**config.mk**
```make
export PLATFORM = sky130hd
export DESIGN_NAME = memory_stage
export DESIGN_NICKNAME = d
export VERILOG_FILES = /design/src/rtl/memory_stage.sv
export SDC_FILE = /design/constraint.sdc
export NUM_CORES = 1
export LEC_CHECK = 0
export ABC_AREA = 1
export ABC_CLOCK_PERIOD_IN_PS = 18750
export CAP_MARGIN = 20
export CORE_AREA = 5 5 344 346
export CTS_CLUSTER_SIZE = 14
export DETAILED_ROUTE_END_ITERATION = 12
export DIE_AREA = 0 0 349 351
export GPL_ROUTABILITY_DRIVEN = 1
export SYNTH_ARGS = -nofsm -noshare
export SYNTH_HDL_FRONTEND = slang
export SYNTH_SLANG_ARGS = --single-unit
export TNS_END_PERCENT = 1
```
**constraint.sdc**
```tcl
create_clock -name i_clk -period 18.75 [get_ports i_clk]
set_input_delay 3.75 -clock i_clk [delete_from_list [all_inputs] [get_ports i_clk]]
set_output_delay 3.75 -clock i_clk [all_outputs]
set_load 0.02 [all_outputs]
```
**src/rtl/memory_stage.sv**
```systemverilog
// memory_stage -- memory-access stage of the RV64 five-stage pipeline.
//
// Sits between execute and write-back. Issues load/store requests to data
// memory over a req/ready + rvalid handshake, aligns and extends load data,
// builds store byte-enables and holds the MEM/WB pipeline register.
//
// Optional feature macro: MISALIGN_EXC_EN
//   defined   : misaligned accesses issue no request and complete at once,
//               registering an exception (cause 4 load / 6 store, ecall=1).
//   undefined : the byte offset is forced to natural alignment and the
//               access proceeds normally; o_cause passes i_cause.
//
// Ports:
//   i_clk, i_arst            clock, async active-high reset
//   i_* (execute side)       instruction fields from EX/MEM
//   o_mem_req/we/addr/wdata/be, i_mem_ready    request channel
//   i_mem_rvalid/rdata       load response channel
//   o_stall_mem              stall to hazard unit while access outstanding
//   o_* (write-back side)    registered MEM/WB outputs
module memory_stage #(
   parameter int ADDR_WIDTH = 64,
   parameter int DATA_WIDTH = 64,
   parameter int REG_ADDR_W = 5
) (
   input  logic                  i_clk,
   input  logic                  i_arst,
   input  logic                  i_valid,
   input  logic [ADDR_WIDTH-1:0] i_pc_plus4,
   input  logic [ADDR_WIDTH-1:0] i_pc_target,
   input  logic [DATA_WIDTH-1:0] i_alu_result,
   input  logic [DATA_WIDTH-1:0] i_write_data,
   input  logic [DATA_WIDTH-1:0] i_imm_ext,
   input  logic [REG_ADDR_W-1:0] i_rd_addr,
   input  logic [2:0]            i_result_src,
   input  logic [2:0]            i_func3,
   input  logic                  i_mem_re,
   input  logic                  i_mem_we,
   input  logic                  i_reg_we,
   input  logic                  i_ecall_instr,
   input  logic [3:0]            i_cause,
   input  logic                  i_a0_reg_lsb,
   output logic                  o_mem_req,
   output logic                  o_mem_we,
   output logic [ADDR_WIDTH-1:0] o_mem_addr,
   output logic [DATA_WIDTH-1:0] o_mem_wdata,
   output logic [7:0]            o_mem_be,
   input  logic                  i_mem_ready,
   input  logic                  i_mem_rvalid,
   input  logic [DATA_WIDTH-1:0] i_mem_rdata,
   output logic                  o_stall_mem,
   output logic                  o_valid,
   output logic [ADDR_WIDTH-1:0] o_pc_plus4,
   output logic [ADDR_WIDTH-1:0] o_pc_target,
   output logic [DATA_WIDTH-1:0] o_alu_result,
   output logic [DATA_WIDTH-1:0] o_read_data,
   output logic [REG_ADDR_W-1:0] o_rd_addr,
   output logic [DATA_WIDTH-1:0] o_imm_ext,
   output logic [2:0]            o_result_src,
   output logic                  o_ecall_instr,
   output logic [3:0]            o_cause,
   output logic                  o_a0_reg_lsb,
   output logic                  o_reg_we
);

   typedef enum logic {IDLE, WAIT_RESP} state_t;

   state_t state_q, state_d;

   logic                  mem_op;
   logic                  is_store;
   logic [2:0]            off_raw;
   logic [2:0]            size_mask;
   logic [2:0]            off;
   logic                  misalign;
   logic                  req;
   logic                  done;
   logic                  load_done;
   logic [7:0]            be;
   logic [DATA_WIDTH-1:0] shifted;
   logic [DATA_WIDTH-1:0] load_data;

   // When both re and we are set the access is a store.
   assign mem_op   = i_valid & (i_mem_re | i_mem_we);
   assign is_store = i_mem_we;
   assign off_raw  = i_alu_result[2:0];

   // Low offset bits that must be zero for a naturally aligned access.
   always_comb begin
      size_mask = 3'd0;
      case (i_func3[1:0])
         2'd0:    size_mask = 3'd0;
         2'd1:    size_mask = 3'd1;
         2'd2:    size_mask = 3'd3;
         default: size_mask = 3'd7;
      endcase
   end

`ifdef MISALIGN_EXC_EN
   assign misalign = mem_op & (|(off_raw & size_mask));
   assign off      = off_raw;
`else
   assign misalign = 1'b0;
   assign off      = off_raw & ~size_mask;
`endif

   // Next-state / handshake decode.
   always_comb begin
      state_d   = state_q;
      req       = 1'b0;
      done      = 1'b0;
      load_done = 1'b0;
      case (state_q)
         IDLE: begin
            if (mem_op) begin
               if (misalign) begin
                  done = 1'b1;
               end else begin
                  req = 1'b1;
                  if (i_mem_ready) begin
                     if (is_store) done    = 1'b1;
                     else          state_d = WAIT_RESP;
                  end
               end
            end
         end
         WAIT_RESP: begin
            if (i_mem_rvalid) begin
               done      = 1'b1;
               load_done = 1'b1;
               state_d   = IDLE;
            end
         end
         default: state_d = IDLE;
      endcase
   end

   // Byte enables are also presented for loads; memory may ignore them.
   always_comb begin
      be = 8'h00;
      case (i_func3[1:0])
         2'd0:    be = 8'h01 << off;
         2'd1:    be = 8'h03 << off;
         2'd2:    be = 8'h0F << off;
         default: be = 8'hFF;
      endcase
   end

   assign o_mem_req   = req & ~i_arst;
   assign o_mem_we    = o_mem_req & is_store;
   assign o_mem_addr  = {i_alu_result[ADDR_WIDTH-1:3], 3'b000};
   assign o_mem_wdata = i_write_data << {off, 3'b000};
   assign o_mem_be    = o_mem_req ? be : 8'h00;
   // In WAIT_RESP the load is still presented (inputs held), so mem_op stays 1.
   assign o_stall_mem = mem_op & ~done & ~i_arst;

   // Load alignment and extension.
   assign shifted = i_mem_rdata >> {off, 3'b000};
   always_comb begin
      load_data = '0;
      case (i_func3)
         3'b000:  load_data = {{(DATA_WIDTH-8){shifted[7]}},   shifted[7:0]};
         3'b001:  load_data = {{(DATA_WIDTH-16){shifted[15]}}, shifted[15:0]};
         3'b010:  load_data = {{(DATA_WIDTH-32){shifted[31]}}, shifted[31:0]};
         3'b011:  load_data = shifted;
         3'b100:  load_data = {{(DATA_WIDTH-8){1'b0}},  shifted[7:0]};
         3'b101:  load_data = {{(DATA_WIDTH-16){1'b0}}, shifted[15:0]};
         3'b110:  load_data = {{(DATA_WIDTH-32){1'b0}}, shifted[31:0]};
         default: load_data = '0;
      endcase
   end

   // MEM/WB register. While stalled a bubble is loaded (valid/reg_we/ecall
   // cleared); the remaining fields simply track the held inputs.
   always_ff @(posedge i_clk or posedge i_arst) begin
      if (i_arst) begin
         state_q       <= IDLE;
         o_valid       <= 1'b0;
         o_pc_plus4    <= '0;
         o_pc_target   <= '0;
         o_alu_result  <= '0;
         o_read_data   <= '0;
         o_rd_addr     <= '0;
         o_imm_ext     <= '0;
         o_result_src  <= '0;
         o_ecall_instr <= 1'b0;
         o_cause       <= '0;
         o_a0_reg_lsb  <= 1'b0;
         o_reg_we      <= 1'b0;
      end else begin
         state_q      <= state_d;
         o_pc_plus4   <= i_pc_plus4;
         o_pc_target  <= i_pc_target;
         o_alu_result <= i_alu_result;
         o_rd_addr    <= i_rd_addr;
         o_imm_ext    <= i_imm_ext;
         o_result_src <= i_result_src;
         o_a0_reg_lsb <= i_a0_reg_lsb;
         o_cause      <= misalign ? (is_store ? 4'd6 : 4'd4) : i_cause;
         if (load_done) o_read_data <= load_data;
         if (o_stall_mem) begin
            o_valid       <= 1'b0;
            o_reg_we      <= 1'b0;
            o_ecall_instr <= 1'b0;
         end else begin
            o_valid       <= i_valid;
            o_reg_we      <= i_reg_we & ~misalign;
            o_ecall_instr <= i_ecall_instr | misalign;
         end
      end
   end

endmodule

```
==> flow_summary_export.csv <==
group,metric,value,unit
status,status,"completed",
clock_network,root_buffer,"clkbuf_16",
synth,synthMuxAreaShare,0.01712,
synth,synth-seq-area-share,0.6009,
global_routing,grt.total_usage,0.1337,
die,core,115100,sq um
route,drt-total-wl,87.06,mm
layout,seqCellArea,8433,sq um
die,dieWidth,349,microns
timing,slew_headroom,0.3180,
place,place_ws,6.451,ns
synth,synthAdderAreaFrac,0.005349,
clock_network,clockBufferDepth,3,
critical_path,startpoint_type,"primary input",
timing,tightest_slew,1.023,ns
global_routing,grt-ovfl-total,0,
global_routing,grt_pass1_vias,13876,
route,via_count,13783,
synth,synth_cells,1490,
die,initial_utilization,0.1219,
route,antenna_left,0,
clock_network,clk_latency,0.60,ns
die,die_area,122500,sq um
worst_hold_path,hold_class,"flop to flop",
global_routing,grt_start_max_net_pins,93,
clock_network,numClockSinks,337,
layout,fin_nets,2690,
timing,hold_violations,0,
place,dpl.hpwl,70.99,mm
global_routing,antenna_found_initial,28,
synth,yosysUniqueCellTypes,32,
power_and_ir_drop,p_leak,10.95,nW
timing,setup_viol,0,
timing,min_period_over_period,0.6531,
synth,synth_warnings,0,
route,firstDrtPassIters,7,
clock_network,postCtsSetupRepairBufs,0,
layout,area_growth,80.34,%
timing,fin_ws,6.504,ns
clock_network,htreeDepth,2,
clock_network,hold_buffers,0,
place,placedCellCount,3755,
power_and_ir_drop,peakVddDrop,68.56,uV
timing,fin_setup_tns,0,ns
place,io_buffers,880,
die,pin_count,884,
synth,synth-seq-cells,337,
critical_path,crit_path_max_fanout,76,
global_routing,grt_pass1_wl,115.0,mm
route,wl_per_cell,22.68,microns
layout,final_cells,3838,
timing,min_period,12.25,ns
route,drc_errors,0,
layout,drive_gt1_frac,0.04814,
power_and_ir_drop,powerDensity,88.96,nW/um^2
synth,synth_compound_area_frac,0.07783,
critical_path,arrival,8.50,ns
timing,rsz0062_at_grt,"false",
critical_path,ff2ff_setup_slack,16.09,ns
route,drt_iter0_markers,924,
layout,fill_cells,12524,
critical_path,crit_type,"primary input to primary output",
synth,synth_xor_area_frac,0,
job,maxCapViolCount,0,
die,rows,125,
synth,syn_area,14030,sq um
critical_path,cp.required,15.00,ns
route,viasPerCell,3.591,
synth,synth-simple-area-share,0.2083,
layout,multiInputGateArea,4362,sq um
clock_network,clk_pin_slew,0.06,ns
power_and_ir_drop,finalPower,0.002252,W
clock_network,cts_tree,"done",
timing,skew,0.02458,ns
synth,synth_top_family_by_area,"simple AND/OR/NAND/NOR gates",
synth,synth_area_per_cell,9.419,sq um
timing,max_freq,0.08166,GHz
critical_path,endpoint_kind,"primary output",
die,die_h,351,microns
timing,whs,0.4831,ns
clock_network,cts_resized,0,
place,gp_congestion,0.8901,
clock_network,numCtsBuffers,42,
timing,drv_slew,0,
-- layer usage --
metal,global-route usage,vias to the layer above,wire (microns)
met5,0,-,126
met2,0.2105,717,39640
li1,-,6346,-
met4,0.02941,20,1491
met3,0.05290,98,8407
met1,0.1733,6602,37390
-- area by class of cell --
| type | instances | share of cell area |
|---|---|---|
| Clock inverter | 19 | 0.009294 |
| Tap cell | 1524 | 0.07534 |
| Sequential cell | 337 | 0.3332 |
| Clock buffer | 56 | 0.04558 |
| Timing Repair Buffer | 896 | 0.3528 |
| Inverter | 70 | 0.01073 |
| Multi-Input combinational cell | 928 | 0.1723 |
| Antenna cell | 8 | 0.0007909 |
-- Yosys cell counts --
master / count / area (sq um)
buf_1: 10 / 37.54
nand2_1: 475 / 1783
a22oi_1: 1 / 7.510
clkbuf_1: 21 / 78.83
buf_2: 44 / 220.2
nand4_1: 31 / 193.9
nand2_4: 1 / 11.26
conb_1: 1 / 3.750
inv_2: 3 / 11.26
o22ai_1: 8 / 50.05
o31ai_1: 6 / 45.04
buf_6: 14 / 157.7
o21ai_1: 17 / 85.08
nor3_1: 4 / 20.02
ha_1: 6 / 75.07
a21oi_1: 24 / 120.1
mux2i_1: 24 / 240.2
nand2_2: 2 / 12.51
buf_4: 68 / 510.5
nand3_1: 100 / 500.5
dfrtp_1: 337 / 8433
or2_2: 3 / 18.77
nor2_1: 63 / 236.5
nand4_2: 3 / 37.54
and2_1: 1 / 6.260
nor2_2: 2 / 12.51
o21ai_0: 123 / 615.6
nand3_2: 9 / 90.09
inv_1: 67 / 251.5
o31a_1: 1 / 8.760
o211ai_1: 20 / 150.1
o211a_1: 1 / 10.01
-- layout by cell type, fill, tap and decap left out, types with 8 or more instances in the layout --
master,count
a21oi_1,24
nand4_1,31
clkbuf_1,9
o211ai_1,20
nor2_1,62
diode_2,8
nand3_2,10
clkbuf_16,42
clkdlybuf4s50_1,880
o22ai_1,8
o21ai_1,17
nand2_1,474
o21ai_0,123
dfrtp_1,337
buf_4,16
nand3_1,99
inv_1,64
mux2i_1,24
-- worst max-delay path, cell delays in order --
cell	delay, ns
clkdlybuf4s50_1	0.55
inv_1	0.11
ha_1	0.38
nand2_4	0.59
buf_4	0.78
nand2_1	0.50
inv_2	0.37
nand2_2	0.30
o21ai_0	0.31
a21oi_1	0.12
clkdlybuf4s50_1	0.58
-- kinds of logic (layout without fill, tap and decap cells) --
kind of cell | after synthesis | after routing
simple gates | 694 | 694
flops | 337 | 337
buf+inv | 227 | 1041
compound gates | 201 | 201
mux | 24 | 24
fa+ha+maj | 6 | 6
other cells | 1 | 11
-- registers in the layout (all words and copies together) (netlist names) --
| name | count |
|---|---|
| o_a0_reg_lsb | 1 |
| o_alu_result | 64 |
| o_cause | 4 |
| o_ecall_instr | 1 |
| o_imm_ext | 64 |
| o_pc_plus4 | 64 |
| o_pc_target | 64 |
| o_rd_addr | 5 |
| o_read_data | 64 |
| o_reg_we | 1 |
| o_result_src | 3 |
| o_valid | 1 |
| state_q | 1 |
-- per-stage QoR --
step                        util  cell area, sq um
after detailed placement  0.2076             23900
after CTS                 0.2197             25290
final                     0.2199             25310
after global placement    0.2076             23900
after floorplan                -             14040
after global routing      0.2198             25300
-- power breakdown --
part / internal [W] / switching [W] / total (W)
Sequential: 0.000791 / 0.0000331 / 0.000824
Combinational: 0.000266 / 0.000339 / 0.000604
Clock: 0.000479 / 0.000345 / 0.000824
-- path summary, 6_finish.rpt --
| check | startpoint | end | cells past startpoint |
|---|---|---|---|
| max | i_func3[0] | o_mem_be[4] | 11 |
| min | o_read_data[41] | o_read_data[41] | 2 |
| max reg2reg | state_q | o_read_data[4] | 8 |
| min reg2reg | o_read_data[41] | o_read_data[41] | 2 |
| max in group asynchronous | i_arst | o_imm_ext[3] | 5 |
| min in group asynchronous | i_arst | o_pc_plus4[25] | 2 |
No activity file was read; power rests on OpenSTA's default activity.
